**src/rtl/emotion_arbiter.sv**
```systemverilog
// emotion_arbiter
//   Reduces the multi-hot emotional state vector to a single dominant emotion.
//   A fixed priority selects the candidate. A minimum dwell time and a
//   persistence check keep the displayed mood from flickering. All state
//   advances only on `tick` cycles. The sleep flag overrides everything else.
//
// Ports
//   clk              in   system clock
//   rst              in   asynchronous, active-high reset
//   tick             in   update strobe
//   emotional_state  in   [7:0] multi-hot flags (0 happy, 1 excited,
//                         2 stressed, 3 nervous, 4 bored, 5 angry, 6 calm,
//                         7 apathetic)
//   is_asleep        in   sleep flag
//   dominant         out  [7:0] one-hot committed emotion, 0 when none
//   dominant_idx     out  [2:0] bit index of dominant, 0 when not valid
//   valid            out  a committed emotion exists
//   changed          out  one-cycle pulse when dominant changes value
module emotion_arbiter #(
   parameter int HOLD_TICKS    = 8,
   parameter int CONFIRM_TICKS = 3,
   parameter int CNT_W         = 8
) (
   input  logic       clk,
   input  logic       rst,
   input  logic       tick,
   input  logic [7:0] emotional_state,
   input  logic       is_asleep,
   output logic [7:0] dominant,
   output logic [2:0] dominant_idx,
   output logic       valid,
   output logic       changed
);

   typedef enum logic [1:0] {S_NONE, S_HOLD, S_CONFIRM, S_SLEEP} state_t;

   localparam logic [CNT_W-1:0] HOLD_C = CNT_W'(HOLD_TICKS);
   localparam logic [CNT_W-1:0] CONF_C = CNT_W'(CONFIRM_TICKS);

   state_t           state_q;
   logic [CNT_W-1:0] dwell_q;
   logic [CNT_W-1:0] conf_q;
   logic [7:0]       cand_q;
   logic [7:0]       dom_q;
   logic [2:0]       idx_q;
   logic             valid_q;
   logic             changed_q;

   logic [7:0]       pick_d;
   logic [CNT_W-1:0] conf_inc_d;
   logic             commit_d;
   logic [7:0]       commit_val_d;

   // Priority order, highest first: 7, 5, 2, 3, 1, 0, 6, 4.
   function automatic logic [7:0] prio_pick(input logic [7:0] v);
      logic [7:0] r;
      r = 8'h00;
      if      (v[7]) r = 8'h80;
      else if (v[5]) r = 8'h20;
      else if (v[2]) r = 8'h04;
      else if (v[3]) r = 8'h08;
      else if (v[1]) r = 8'h02;
      else if (v[0]) r = 8'h01;
      else if (v[6]) r = 8'h40;
      else if (v[4]) r = 8'h10;
      return r;
   endfunction

   function automatic logic [2:0] onehot_idx(input logic [7:0] v);
      logic [2:0] r;
      r = 3'd0;
      for (int i = 0; i < 8; i++) begin
         if (v[i]) r = 3'(i);
      end
      return r;
   endfunction

   assign pick_d     = prio_pick(emotional_state);
   assign conf_inc_d = conf_q + 1'b1;

   // Every path that loads a new dominant value funnels through one commit
   // decision, so the sleep override only has to be checked in one place.
   always_comb begin
      commit_d     = 1'b0;
      commit_val_d = cand_q;
      if (tick && !is_asleep) begin
         case (state_q)
            S_NONE: begin
               if (pick_d != 8'h00) begin
                  commit_d     = 1'b1;
                  commit_val_d = pick_d;
               end
            end
            S_HOLD: begin
               if (dwell_q == '0 && pick_d != dom_q && CONF_C == CNT_W'(1)) begin
                  commit_d     = 1'b1;
                  commit_val_d = pick_d;
               end
            end
            S_CONFIRM: begin
               if (pick_d != dom_q && pick_d == cand_q && conf_inc_d >= CONF_C) begin
                  commit_d     = 1'b1;
                  commit_val_d = cand_q;
               end
            end
            default: ;
         endcase
      end
   end

   always_ff @(posedge clk or posedge rst) begin
      if (rst) begin
         state_q   <= S_NONE;
         dwell_q   <= '0;
         conf_q    <= '0;
         cand_q    <= 8'h00;
         dom_q     <= 8'h00;
         idx_q     <= 3'd0;
         valid_q   <= 1'b0;
         changed_q <= 1'b0;
      end else begin
         changed_q <= 1'b0;
         if (tick) begin
            if (is_asleep) begin
               // Pulse only when something was actually displayed.
               state_q   <= S_SLEEP;
               dom_q     <= 8'h00;
               idx_q     <= 3'd0;
               valid_q   <= 1'b0;
               changed_q <= valid_q;
               cand_q    <= 8'h00;
               conf_q    <= '0;
               dwell_q   <= '0;
            end else if (commit_d) begin
               changed_q <= 1'b1;
               cand_q    <= commit_val_d;
               conf_q    <= CONF_C;
               if (commit_val_d == 8'h00) begin
                  // Committing "no emotion" drops back to the idle state.
                  state_q <= S_NONE;
                  dom_q   <= 8'h00;
                  idx_q   <= 3'd0;
                  valid_q <= 1'b0;
                  dwell_q <= '0;
               end else begin
                  state_q <= S_HOLD;
                  dom_q   <= commit_val_d;
                  idx_q   <= onehot_idx(commit_val_d);
                  valid_q <= 1'b1;
                  dwell_q <= HOLD_C;
               end
            end else begin
               case (state_q)
                  S_SLEEP: state_q <= S_NONE;
                  S_HOLD: begin
                     if (dwell_q != '0) begin
                        dwell_q <= dwell_q - 1'b1;
                     end else if (pick_d != dom_q) begin
                        cand_q  <= pick_d;
                        conf_q  <= CNT_W'(1);
                        state_q <= S_CONFIRM;
                     end
                  end
                  S_CONFIRM: begin
                     // Dwell stays expired, so returning to HOLD re-evaluates next tick.
                     if (pick_d == dom_q) begin
                        state_q <= S_HOLD;
                     end else if (pick_d == cand_q) begin
                        conf_q <= conf_inc_d;
                     end else begin
                        cand_q <= pick_d;
                        conf_q <= CNT_W'(1);
                     end
                  end
                  default: ;
               endcase
            end
         end
      end
   end

   assign dominant     = dom_q;
   assign dominant_idx = idx_q;
   assign valid        = valid_q;
   assign changed      = changed_q;

endmodule

```
**config.mk**
```make
export PLATFORM = sky130hd
export DESIGN_NAME = emotion_arbiter
export DESIGN_NICKNAME = d
export VERILOG_FILES = /design/src/rtl/emotion_arbiter.sv
export SDC_FILE = /design/constraint.sdc
export NUM_CORES = 1
export LEC_CHECK = 0
export CAP_MARGIN = 10
export CORE_MARGIN = 10
export CORE_UTILIZATION = 55
export DETAILED_ROUTE_END_ITERATION = 10
export GPL_TIMING_DRIVEN = 1
export PLACE_DENSITY = 0.82
export SLEW_MARGIN = 20
export SYNTH_ARGS = -nofsm -noshare
export SYNTH_HDL_FRONTEND = slang
export SYNTH_SLANG_ARGS = --single-unit
```
**constraint.sdc**
```tcl
create_clock -name clk -period 3.2 [get_ports clk]
set_input_delay 0.96 -clock clk [delete_from_list [all_inputs] [get_ports clk]]
set_output_delay 0.96 -clock clk [all_outputs]
set_load 0.1 [all_outputs]
```
==> results list <==
- Compound-gate portion of the synthesized area: 21.8%
- Synthesized netlist cell count: 285
* Critical path arrival: 3.61 ns
- In this run the standard cell core region covers 4410 µm².
- Among the stages of the critical path, the cell type that occurs most often is sky130_fd_sc_hd__o31ai_4.
- Total Die Area: 7740 µm²
* Initial antenna violation count: 0
- Share of the core filled with cells: 83.4%
- Vias after detailed routing: between 2,000 and 3,000
* Share of synthesized flip-flops with an asynchronous set or reset: 100%
- Worst Path Max Fanout: 3
- The synthesized netlist devotes 4.92% of its cell area to adder and majority cells.
* Simple-gate portion of the synthesized area: 22.8%
- Total Negative Setup Slacks: -0.730 ns
- Number of design rule violations left after detail routing: 0
- The library cells used most frequently in the layout, excluding fill and tap cells, are sky130_fd_sc_hd__buf_4, sky130_fd_sc_hd__dfrtp_1, sky130_fd_sc_hd__nand2_1.
* CP Capture Type: flop
* Slew headroom: 52.3%
- The average instance in the mapped netlist occupies 8.92 µm².
* CTS clock-pin slew for the worst setup and hold paths: approximately 0.08 ns
- In this run the critical register-to-register path is launched from conf_q[0]$_DFFE_PP0P_.
- Number of routed nets with antenna violations: 0
- At the later pin of the worst-skew pair, clock insertion delay measures 0.30 ns.
- Yosys cell types: 54
- Clock skew after layout: approximately 0.006 ns
- In this run the power density over the cells is 693 nW/µm².
- Setup violations remaining at the end of the flow were counted as 11.
* Detailed router's first-iteration violation count: 357
- Yosys mapped a number of flops with a built-in enable equal to 0.
- Status: complete, but fails checks
* Main synth FF type: sky130_fd_sc_hd__dfrtp_1
- Number of inserted diodes: 0
- Routed length per instance: 22.5 µm
- Final hold vios: 0
- The first global-routing pass estimated about 13 mm of wire.
* Relative area change from synthesis to final layout: 44.9%
- Vertical extent of the die: 88.0 µm
- Of the cells placed in the final design, the portion with a size suffix greater than 1 is between 30% and 40%.
- The number of global-route vias before repair was between 2,000 and 3,000.
- The worst setup path is of the in2reg kind.
* Die width: 88.0 µm
- The path class of the tightest hold or removal check is reg2reg.
- Row cnt: 24
* Most common cell after layout, fill and taps aside: sky130_fd_sc_hd__buf_4
- In this run the cell area measured after placement is 3230 µm².
* Source of the worst hold timing path: dominant_idx[0]$_DFFE_PP0P_
- The share of total power dissipated in the clock network is 12.8%.
- Combined global-route utilization of all metal layers: 21.2%
- Post-synthesis net count: 307
- Number of CTS-inserted buffers: 5
- Final worst path period share: 108%
- IO Pins: 25
- Fraction of power spent switching nets: 46.9%
- Worst path cell trace: clkdlybuf4s50_1 -> and3b_1 -> o31ai_4 -> buf_6 -> a22oi_1 -> nand2_1 -> or4b_4 -> or3_4 -> o31ai_4 -> mux2i_1
- Once placement completed, the tool counted placed cells totaling ~400.
* Final instance area: 3680 µm²
* Pin count of the biggest net entering global routing: 40
* Largest area contributor in the synthesized netlist: sky130_fd_sc_hd__dfrtp_1
- TritonCTS built the clock tree.
- Combinational family with the most area after synthesis: simple AND/OR/NAND/NOR gates
- For the worst setup path, the data required time is 3.37 ns.
- Reg power frac: 28.8%
- Yosys top cell area share: 38.4%
* Total detailed-routing wirelength: about 9.5 mm
- CTS built an H-tree with a depth of 2.
- Main area contributors after synthesis: sky130_fd_sc_hd__dfrtp_1, sky130_fd_sc_hd__nand2_1, sky130_fd_sc_hd__ha_1, sky130_fd_sc_hd__o21ai_0, sky130_fd_sc_hd__a21oi_1
- In this run, synthesis produced a sequential element count of 39.
- For this run, the number of standard cells in the final layout without fillers is 421.
* Worst voltage drop across the vdd grid: 0.614 mV
- Using the TritonRoute via totals, the vias-per-cell ratio works out to around 6.7.
- PnR worst setup slack: -0.247 ns
* Critical Path Slowest Stage Cell: sky130_fd_sc_hd__or4b_4
- Post-synthesis instance area: approximately 2500 µm²
* Yosys warnings: 0
* Root buffer selected by CTS: sky130_fd_sc_hd__clkbuf_8
* RSZ-0062 raised after global routing: yes
* Hold Crit Depth: 2
- Proportion of synthesized chip area in sequential cells: 38.4%
- Worst setup path start: is_asleep
* Switching power: about 1.2 mW
* Combinational share of power: 58.4%
- Internal power summed over all cells: 1.35 mW
* Post-layout min period: 3.45 ns
* Path depth of the worst reg2reg path: 10
* Violations in the final reports: negative setup slack
* Sinks on Clock Net: 39
* Actual slew at the worst max-slew pin: 0.706 ns
* DPL Wire Length: 5.50 mm
* Port bufs: 24
- Worst Setup Start Kind: input port
- The clock passes through at most 2 buffers.
- Static Leakage: 1.73 nW
* Post-layout total power: between 2 and 3 mW
- Across the run, the number of max-cap violations was 0.
- Global routing finished with a remaining overflow of 0.
- Final Slew Violations: 0
- The congestion estimate from routability-driven global placement came to 0.888.
- After the last flow step, the layout net total stands at 392.
- Summing the areas of all xor and xnor instances in the mapped netlist gives 2.76% of the synthesized area.
* Achievable frequency: 290 MHz
- Maximum cell stage delay along the critical path: 0.51 ns
- Initial Utilization: 57.6%
- Measured against the total synthesized area, the mux share comes to 4.97%.
- For this run, the detailed router's first-pass iteration total came to 7.
## critical path: cells and delay by family
| kind | cells | cell delay [ns] |
|---|---|---|
| AO/OA/AOI/OAI | 3 | 0.53 |
| multiplexers | 1 | 0.13 |
| AND/OR/NAND/NOR | 4 | 1.41 |
| buffers and inverters | 2 | 0.58 |
## cells by family (layout without fill, tap and decap cells)
group / count (synthesis) / in the layout
simple gates: 108 / 108
fa+ha+maj: 10 / 10
mux: 12 / 12
compound gates: 81 / 81
xor+xnor: 8 / 8
buf+inv: 27 / 111
flops: 39 / 39
## through the flow
step           worst slack, ns  hold slack, ns
6_report                -0.247           0.506
5_1_grt                 -0.237           0.522
4_1_cts                -0.0993           0.500
3_5_place_dp            -0.745           0.479
3_3_place_gp            -0.690           0.470
2_1_floorplan           -0.216           0.451
## per-layer routing
metal	global-route usage, %	part of all wire [%]	vias to the layer above	routed length [µm]
li1	-	-	1213	-
met3	5.29	10	65	943
met5	0	0	-	0
met1	24.8	37	1335	3520
met2	36.0	47	225	4470
met4	8.70	5.7	0	542
## power by group through the flow
| stage | clock network, mW | registers, mW | logic [mW] |
|---|---|---|---|
| final | 0.326 | 0.733 | 1.49 |
| after global routing | 0.345 | 0.741 | 1.57 |
| after floorplan | 0 | 0.790 | 0.624 |
| after detailed placement | 0 | 0.722 | 1.09 |
| after global placement | 0 | 0.712 | 1.04 |
| after CTS | 0.323 | 0.713 | 1.21 |
## registers in the layout, indices dropped and copies added (netlist names)
name	count
conf_q	8
valid	1
dominant	8
cand_q	8
dominant_idx	3
state_q	2
dwell_q	8
changed	1
## cells in the mapped netlist (6+ instances only)
cell,number
sky130_fd_sc_hd__and2_1,6
sky130_fd_sc_hd__nor2_1,17
sky130_fd_sc_hd__ha_1,10
sky130_fd_sc_hd__a21oi_1,17
sky130_fd_sc_hd__nor4_1,7
sky130_fd_sc_hd__clkbuf_1,10
sky130_fd_sc_hd__mux2i_1,7
sky130_fd_sc_hd__o21ai_0,19
sky130_fd_sc_hd__nand2_1,34
sky130_fd_sc_hd__o31ai_1,6
sky130_fd_sc_hd__and3_1,6
sky130_fd_sc_hd__dfrtp_1,39
sky130_fd_sc_hd__nor3_1,6
sky130_fd_sc_hd__inv_1,16
## area by class of cell
class,count,area (µm²)
clock buffers,5,68.8
clock inverters,1,7.51
fillers,222,733
inverters,16,62.6
multi-input cells,219,1740
flip-flops and latches,39,976
well taps,52,65.1
repair buffers,89,758
## final timing paths
check,end,slack [ns]
max,state_q[0]$_DFFE_PP0P_,-0.25
min,dominant_idx[0]$_DFFE_PP0P_,0.51
max reg2reg,dwell_q[5]$_DFFE_PP0P_,0.06
min reg2reg,dominant_idx[0]$_DFFE_PP0P_,0.51
max in group asynchronous,cand_q[0]$_DFFE_PP0P_,1.77
min in group asynchronous,state_q[1]$_DFFE_PP0P_,1.09
## repair_timing
item	in CTS	in global routing
hold buffers	0	0
setup endpoints to repair	39	29
setup buffers	9	4
resized for setup	44	41
pin swaps	20	20
gates cloned	0	0
Power figures use the tool's default switching activity.
